$ cat src/rtl/sat_counter.sv
// Up-counter that sticks at all-ones instead of wrapping.
module sat_counter #(
  parameter int W = 8
) (
  input  logic         clk,
  input  logic         rst,
  input  logic         inc,
  input  logic         clr,
  output logic [W-1:0] count
);

  // NOTE: sequential state uses non-blocking assignments so every register
  // samples pre-edge values, regardless of block ordering.
  always_ff @(posedge clk or negedge rst) begin
    if (!rst) begin
      count <= '0;
    end else if (clr) begin
      count <= '0;
    end else if (inc && (count != '1)) begin
      count <= count + W'(1);
    end
  end

endmodule

$ cat config.mk
export PLATFORM = sky130hd
export DESIGN_NAME = sat_counter
export DESIGN_NICKNAME = d
export VERILOG_FILES = /design/src/rtl/sat_counter.sv
export SDC_FILE = /design/constraint.sdc
export NUM_CORES = 1
export LEC_CHECK = 0
export CAP_MARGIN = 20
export CORE_AREA = 2 2 39 41
export CTS_BUF_LIST = sky130_fd_sc_hd__clkbuf_16
export DETAILED_ROUTE_END_ITERATION = 10
export DIE_AREA = 0 0 41 43
export SLEW_MARGIN = 10
export SYNTH_ARGS = -nofsm -noshare
export SYNTH_HDL_FRONTEND = slang
export SYNTH_SLANG_ARGS = --single-unit
export TNS_END_PERCENT = 5
$ cat constraint.sdc
create_clock -name clk -period 3.5 [get_ports clk]
set_input_delay 0.35 -clock clk [delete_from_list [all_inputs] [get_ports clk]]
set_output_delay 0.35 -clock clk [all_outputs]
set_load 0.01 [all_outputs]
==> flow_summary_export.csv, run 1 <==
group,metric,value,unit
power,p_seq_frac,0.316,
die,core_area,1380,um2
finish,syn2layout_area_growth,42.3,%
timing,fmax,582,MHz
synthesis,netlist_instances,49,
route,drt_iter0_drc,19,
die,die-area,1760,um2
clock_network,postCtsHoldBufs,0,
clock_network,cts_setup_buffers,0,
critical_path,critPathRequiredTime,3.61,ns
finish,final_cell_mix,"clkdlybuf4s50_1 (11), dfrtp_1 (8), nor3_1 (4)",
timing,final.setup.tns,0,ns
timing,fin_crit,1.72,ns
critical_path,r2r_start,"count[0]$_DFFE_PN0P_",
timing,worstMarginPinSlew,0.404,ns
route,vias_per_cell,5.32,
critical_path,r2r-end,"count[0]$_DFFE_PN0P_",
timing,relSlewSlack,0.730,
global_routing,grt-ovfl-total,0,
die,core.rowCount,14,
route,drc_errors,0,
finish,layout_commonest_cell,"clkdlybuf4s50_1",
finish,max_flop_register,"count",
power,p_int,0.000254,W
timing,post-route-period-util,0.491,
finish,largest_reg_flops,8,
synthesis,ys_seq_area_frac,0.431,
placed_design,portBuffers,11,
hold_path,min_path_type,"in -> async",
clock_network,cts_tree,"built",
finish,nets,68,
global_routing,grt_max_degree,12,
die,die_h,43,um
critical_path,endpoint_kind,"flop",
flow_run,maxCapViolCount,0,
finish,n_antenna_cell,0,
route,dr.pass1.iters,4,
timing,skew,0.00139,ns
placed_design,place_ws,1.67,ns
route,vias,410,
global_routing,globalRouteTotalUtil,0.140,
critical_path,worstPathMaxFanout,7,
synthesis,syn_nets,54,
critical_path,setup.worst_path.end,"count[0]$_DFFE_PN0P_",
clock_network,cts_max_level,1,
global_routing,grt_pass1_wl,1680,um
critical_path,critPathLaunch,"count[0]$_DFFE_PN0P_",
synthesis,synth_seq_cells,8,
power,switching_share,0.188,
power,combPwrFrac,0.068,
clock_network,clkTransAtPathRegs,0.04,ns
finish,final_util,0.477,
die,start_util,0.335,
power,p_sw,0.0000586,W
placed_design,place.gp.congestion,0.737,
clock_network,numCtsBuffers,3,
power,clock_power_share,0.617,
synthesis,avgSynthCellArea,9.47,um2
timing,hold_viol,0,
timing,hold_slack,0.412,ns
critical_path,reg2reg_slack,1.78,ns
clock_network,cts.sinks,8,
die,ios,12,
route,ant_nets,0,
finish,drive_above_1_share,0.115,
route,wl,1050,um
clock_network,clock_latency,0.23,ns
clock_network,cts_resized,0,
critical_path,critPathLaunchType,"flop",
synthesis,ys_warn_count,0,
timing,rsz0062_at_grt,"false",
timing,setup_viol,0,
finish,largestRegisters,"count x8",
critical_path,path_class,"reg -> reg",
critical_path,crit_arrival,1.83,ns
run_status,status,"completed",
die,fp.dieW,41,um
finish,fillCellCount,133,
clock_network,clk_path_buf_depth,2,
synthesis,ys_types,28,
power,ir_drop,212,uV
timing,fin_ws,1.78,ns
clock_network,root_buffer,"clkbuf_16",
critical_path,rr_worst_depth,4,
route,routedWlPerCell,13.6,um
power,powerDensity,473,nW/um2
power,p_leak,0.262,nW
synthesis,netlist_area,464,um2
placed_design,dpl.hpwl,710,um
global_routing,antenna_found_initial,0,
global_routing,grt_pass1_vias,384,
timing,report.final.slew_viol_count,0,
==> critical path, cell delays in order (launching register included) <==
cell and delay (ns):
dfrtp_1 0.42, ha_1 0.30, and4_2 0.30, a21boi_1 0.23, mux2_2 0.36
==> per-stage QoR <==
step / power, W / cell area [um2] / std cells
after global placement: 0.000121 / 586 / 74
after floorplan: 0.000110 / 464 / 49
after CTS: 0.000317 / 661 / 77
after global routing: 0.000323 / 661 / 77
after detailed placement: 0.000121 / 586 / 74
final: 0.000312 / 661 / 77
==> cell type report <==
cell class	count	area, um2	share of cell area
Multi-Input combinational cell	37	248	0.375
Sequential cell	8	200	0.303
Timing Repair Buffer	11	110	0.167
Clock buffer	3	75.1	0.114
Tap cell	16	20.0	0.0303
Inverter	2	7.51	0.0114
==> cell families after synthesis <==
logic type      count (synthesis)  share of synthesized area
flops                           8                      0.431
buf+inv                         4                     0.0350
fa+ha+maj                       1                     0.0269
compound gates                  9                      0.127
simple gates                   24                      0.310
mux                             3                     0.0701
==> synth_stat cells <==
| master | n | area [um2] |
|---|---|---|
| mux2i_1 | 1 | 10.0 |
| a21boi_1 | 1 | 7.51 |
| o21ai_0 | 1 | 5.00 |
| mux2_2 | 2 | 22.5 |
| nor2_1 | 2 | 7.51 |
| nand2_1 | 2 | 7.51 |
| nor4_1 | 1 | 6.26 |
| clkbuf_1 | 1 | 3.75 |
| and4_2 | 1 | 10.0 |
| a21oi_1 | 3 | 15.0 |
| and3_1 | 1 | 6.26 |
| dfrtp_1 | 8 | 200 |
| nor3_1 | 4 | 20.0 |
| a211oi_1 | 1 | 7.51 |
| nand2b_1 | 3 | 18.8 |
| a31oi_1 | 1 | 6.26 |
| nor3b_1 | 1 | 7.51 |
| inv_1 | 2 | 7.51 |
| a2111oi_0 | 1 | 8.76 |
| nor2b_1 | 3 | 18.8 |
| or3_1 | 1 | 6.26 |
| nand3_2 | 1 | 10.0 |
| ha_1 | 1 | 12.5 |
| and4_1 | 1 | 8.76 |
| nand4_1 | 1 | 6.26 |
| nand3_1 | 2 | 10.0 |
| a41oi_1 | 1 | 8.76 |
| buf_2 | 1 | 5.00 |
==> how the worst min path moves through the flow <==
stage               slack (ns)            startpoint                   end
floorplan                 0.05                   rst  count[0]$_DFFE_PN0P_
global placement          0.57  count[7]$_DFFE_PN0P_  count[7]$_DFFE_PN0P_
detailed placement        0.58  count[7]$_DFFE_PN0P_  count[7]$_DFFE_PN0P_
CTS                       0.42                   rst  count[7]$_DFFE_PN0P_
global route              0.44                   rst  count[5]$_DFFE_PN0P_
finish                    0.41                   rst  count[6]$_DFFE_PN0P_
==> power groups by stage <==
stage / combinational, W / sequential (W) / clock [W]
floorplan: 0.00000943 / 0.000100 / 0
global route: 0.0000232 / 0.0000991 / 0.000200
CTS: 0.0000214 / 0.0000985 / 0.000197
finish: 0.0000211 / 0.0000986 / 0.000193
global placement: 0.0000213 / 0.0000997 / 0
detailed placement: 0.0000212 / 0.0000996 / 0
==> per-layer routing <==
metal | part of all wire | global-route usage | wire, um | up-vias
met1 | 0.49 | 0.200 | 509 | 191
met3 | 0.047 | 0.0157 | 49 | 2
li1 | - | - | - | 207
met4 | 0.013 | 0.0800 | 14 | 0
met2 | 0.45 | 0.197 | 474 | 10
met5 | 0 | 0 | 0 | -
No activity file was read; power rests on OpenSTA's default activity.
==> run 2, diff against run 1 <==
- clock period: 3.5 -> 1.5 ns (I/O delays scaled with it)
==> flow_summary_export.csv, run 2 (same netlist as run 1, synthesis figures left out) <==
group,metric,value,unit
global_routing,grt_pass1_vias,430,
finish,ff_latch_area,203,um2
global_routing,grt_max_degree,9,
run_status,status,"completed",
clock_network,cts_tree,"built",
die,fp.dieW,41,um
critical_path,critPathLaunch,"count[0]$_DFFE_PN0P_",
finish,final_cell_mix,"clkdlybuf4s50_1 (11), buf_4 (9), dfrtp_1 (6)",
die,core.rowCount,14,
finish,layout_commonest_cell,"clkdlybuf4s50_1",
finish,fillCellCount,129,
critical_path,reg2reg_slack,0.09,ns
finish,multi_input_area,265,um2
finish,n_antenna_cell,0,
timing,worstMarginPinSlew,0.363,ns
route,drc_errors,0,
placed_design,portBuffers,11,
route,ant_nets,0,
critical_path,endpoint_kind,"output port",
clock_network,clk_path_buf_depth,2,
clock_network,cts.sinks,8,
power,p_leak,0.304,nW
clock_network,postCtsHoldBufs,0,
placed_design,dpl.hpwl,846,um
finish,nets,77,
critical_path,crit_arrival,1.28,ns
hold_path,min_path_type,"in -> async",
timing,fmax,701,MHz
power,p_total,0.000749,W
placed_design,dp_cells,83,
clock_network,clkTransAtPathRegs,0.04,ns
die,die_h,43,um
timing,post-route-period-util,0.951,
timing,skew,0.00190,ns
critical_path,r2r_start,"count[0]$_DFFE_PN0P_",
critical_path,worstPathMaxFanout,5,
critical_path,path_class,"reg -> out",
placed_design,place.gp.congestion,0.723,
finish,layout.cells.non_filler,86,
critical_path,critPathRequiredTime,1.35,ns
power,ir_drop,631,uV
flow_run,maxCapViolCount,0,
timing,setup_viol,0,
global_routing,globalRouteTotalUtil,0.168,
timing,final.setup.tns,0,ns
clock_network,clock_latency,0.23,ns
clock_network,cts_resized,0,
route,vias_per_cell,5.34,
global_routing,grt_pass1_wl,1870,um
critical_path,critPathLaunchType,"flop",
die,start_util,0.335,
route,routedWlPerCell,13.2,um
route,dr.pass1.iters,4,
route,wl,1140,um
route,vias,459,
finish,syn2layout_area_growth,61.2,%
timing,fin_crit,1.43,ns
global_routing,grt-ovfl-total,0,
die,die-area,1760,um2
clock_network,root_buffer,"clkbuf_16",
die,ios,12,
timing,hold_viol,0,
finish,largest_reg_flops,8,
finish,max_flop_register,"count",
finish,largestRegisters,"count x8",
timing,rsz0062_at_grt,"false",
clock_network,cts_setup_buffers,0,
clock_network,cts_max_level,1,
power,powerDensity,1000,nW/um2
global_routing,antenna_found_initial,0,
die,core_area,1380,um2
route,drt_iter0_drc,7,
finish,drive_above_1_share,0.286,
timing,relSlewSlack,0.751,
clock_network,numCtsBuffers,3,
timing,report.final.slew_viol_count,0,
run 2: critical path, cell delays in order, from the launching register on:
cell and delay [ns]:
dfrtp_2 0.42, buf_4 0.16, clkdlybuf4s50_1 0.47
run 2: path summary, 6_finish.rpt:
kind                                   endpoint  cells after the start
max                                    count[0]                      2
min                        count[4]$_DFFE_PN0P_                      1
max reg2reg                count[0]$_DFFE_PN0P_                      4
min reg2reg                count[6]$_DFFE_PN0P_                      2
max in group asynchronous  count[1]$_DFFE_PN0P_                      1
min in group clk           count[6]$_DFFE_PN0P_                      2
run 2: layout make-up:
class,instances,area share
Multi-Input combinational cell,37,0.355
Timing Repair Buffer,20,0.237
Clock buffer,3,0.100
Sequential cell,8,0.271
Inverter,2,0.0100
Tap cell,16,0.0268
run 2: power by group:
part | total [W] | switching (W) | internal (W)
registers | 0.000229 | 0.00000602 | 0.000223
logic | 0.0000732 | 0.0000319 | 0.0000413
clock network | 0.000447 | 0.000103 | 0.000344
total | 0.000749 | 0.000141 | 0.000608
run 2: metrics by stage:
stage | cell area, um2 | hold slack [ns] | util | worst slack [ns]
5_1_grt | 748 | 0.247 | 0.541 | 0.0326
3_5_place_dp | 673 | 0.466 | 0.486 | 0.0134
2_1_floorplan | 484 | -0.146 | - | 0.0561
3_3_place_gp | 673 | 0.467 | 0.486 | 0.0423
6_report | 748 | 0.212 | 0.541 | 0.0732
4_1_cts | 748 | 0.228 | 0.541 | 0.0613
run 2: layer usage:
| metal | vias to the layer above | track usage | wire length (um) | part of all wire |
|---|---|---|---|---|
| li1 | 226 | - | - | - |
| met4 | 0 | 0.0800 | 0 | 0 |
| met2 | 13 | 0.231 | 601 | 0.53 |
| met1 | 220 | 0.214 | 476 | 0.42 |
| met3 | 0 | 0.0785 | 61 | 0.054 |
| met5 | - | 0 | 0 | 0 |
==> run 3, diff against run 2 <==
- TNS_END_PERCENT: 5 -> 10
==> results of run 3 <==
Same layout as run 2: the final DEF is identical, and so are final timing and power.
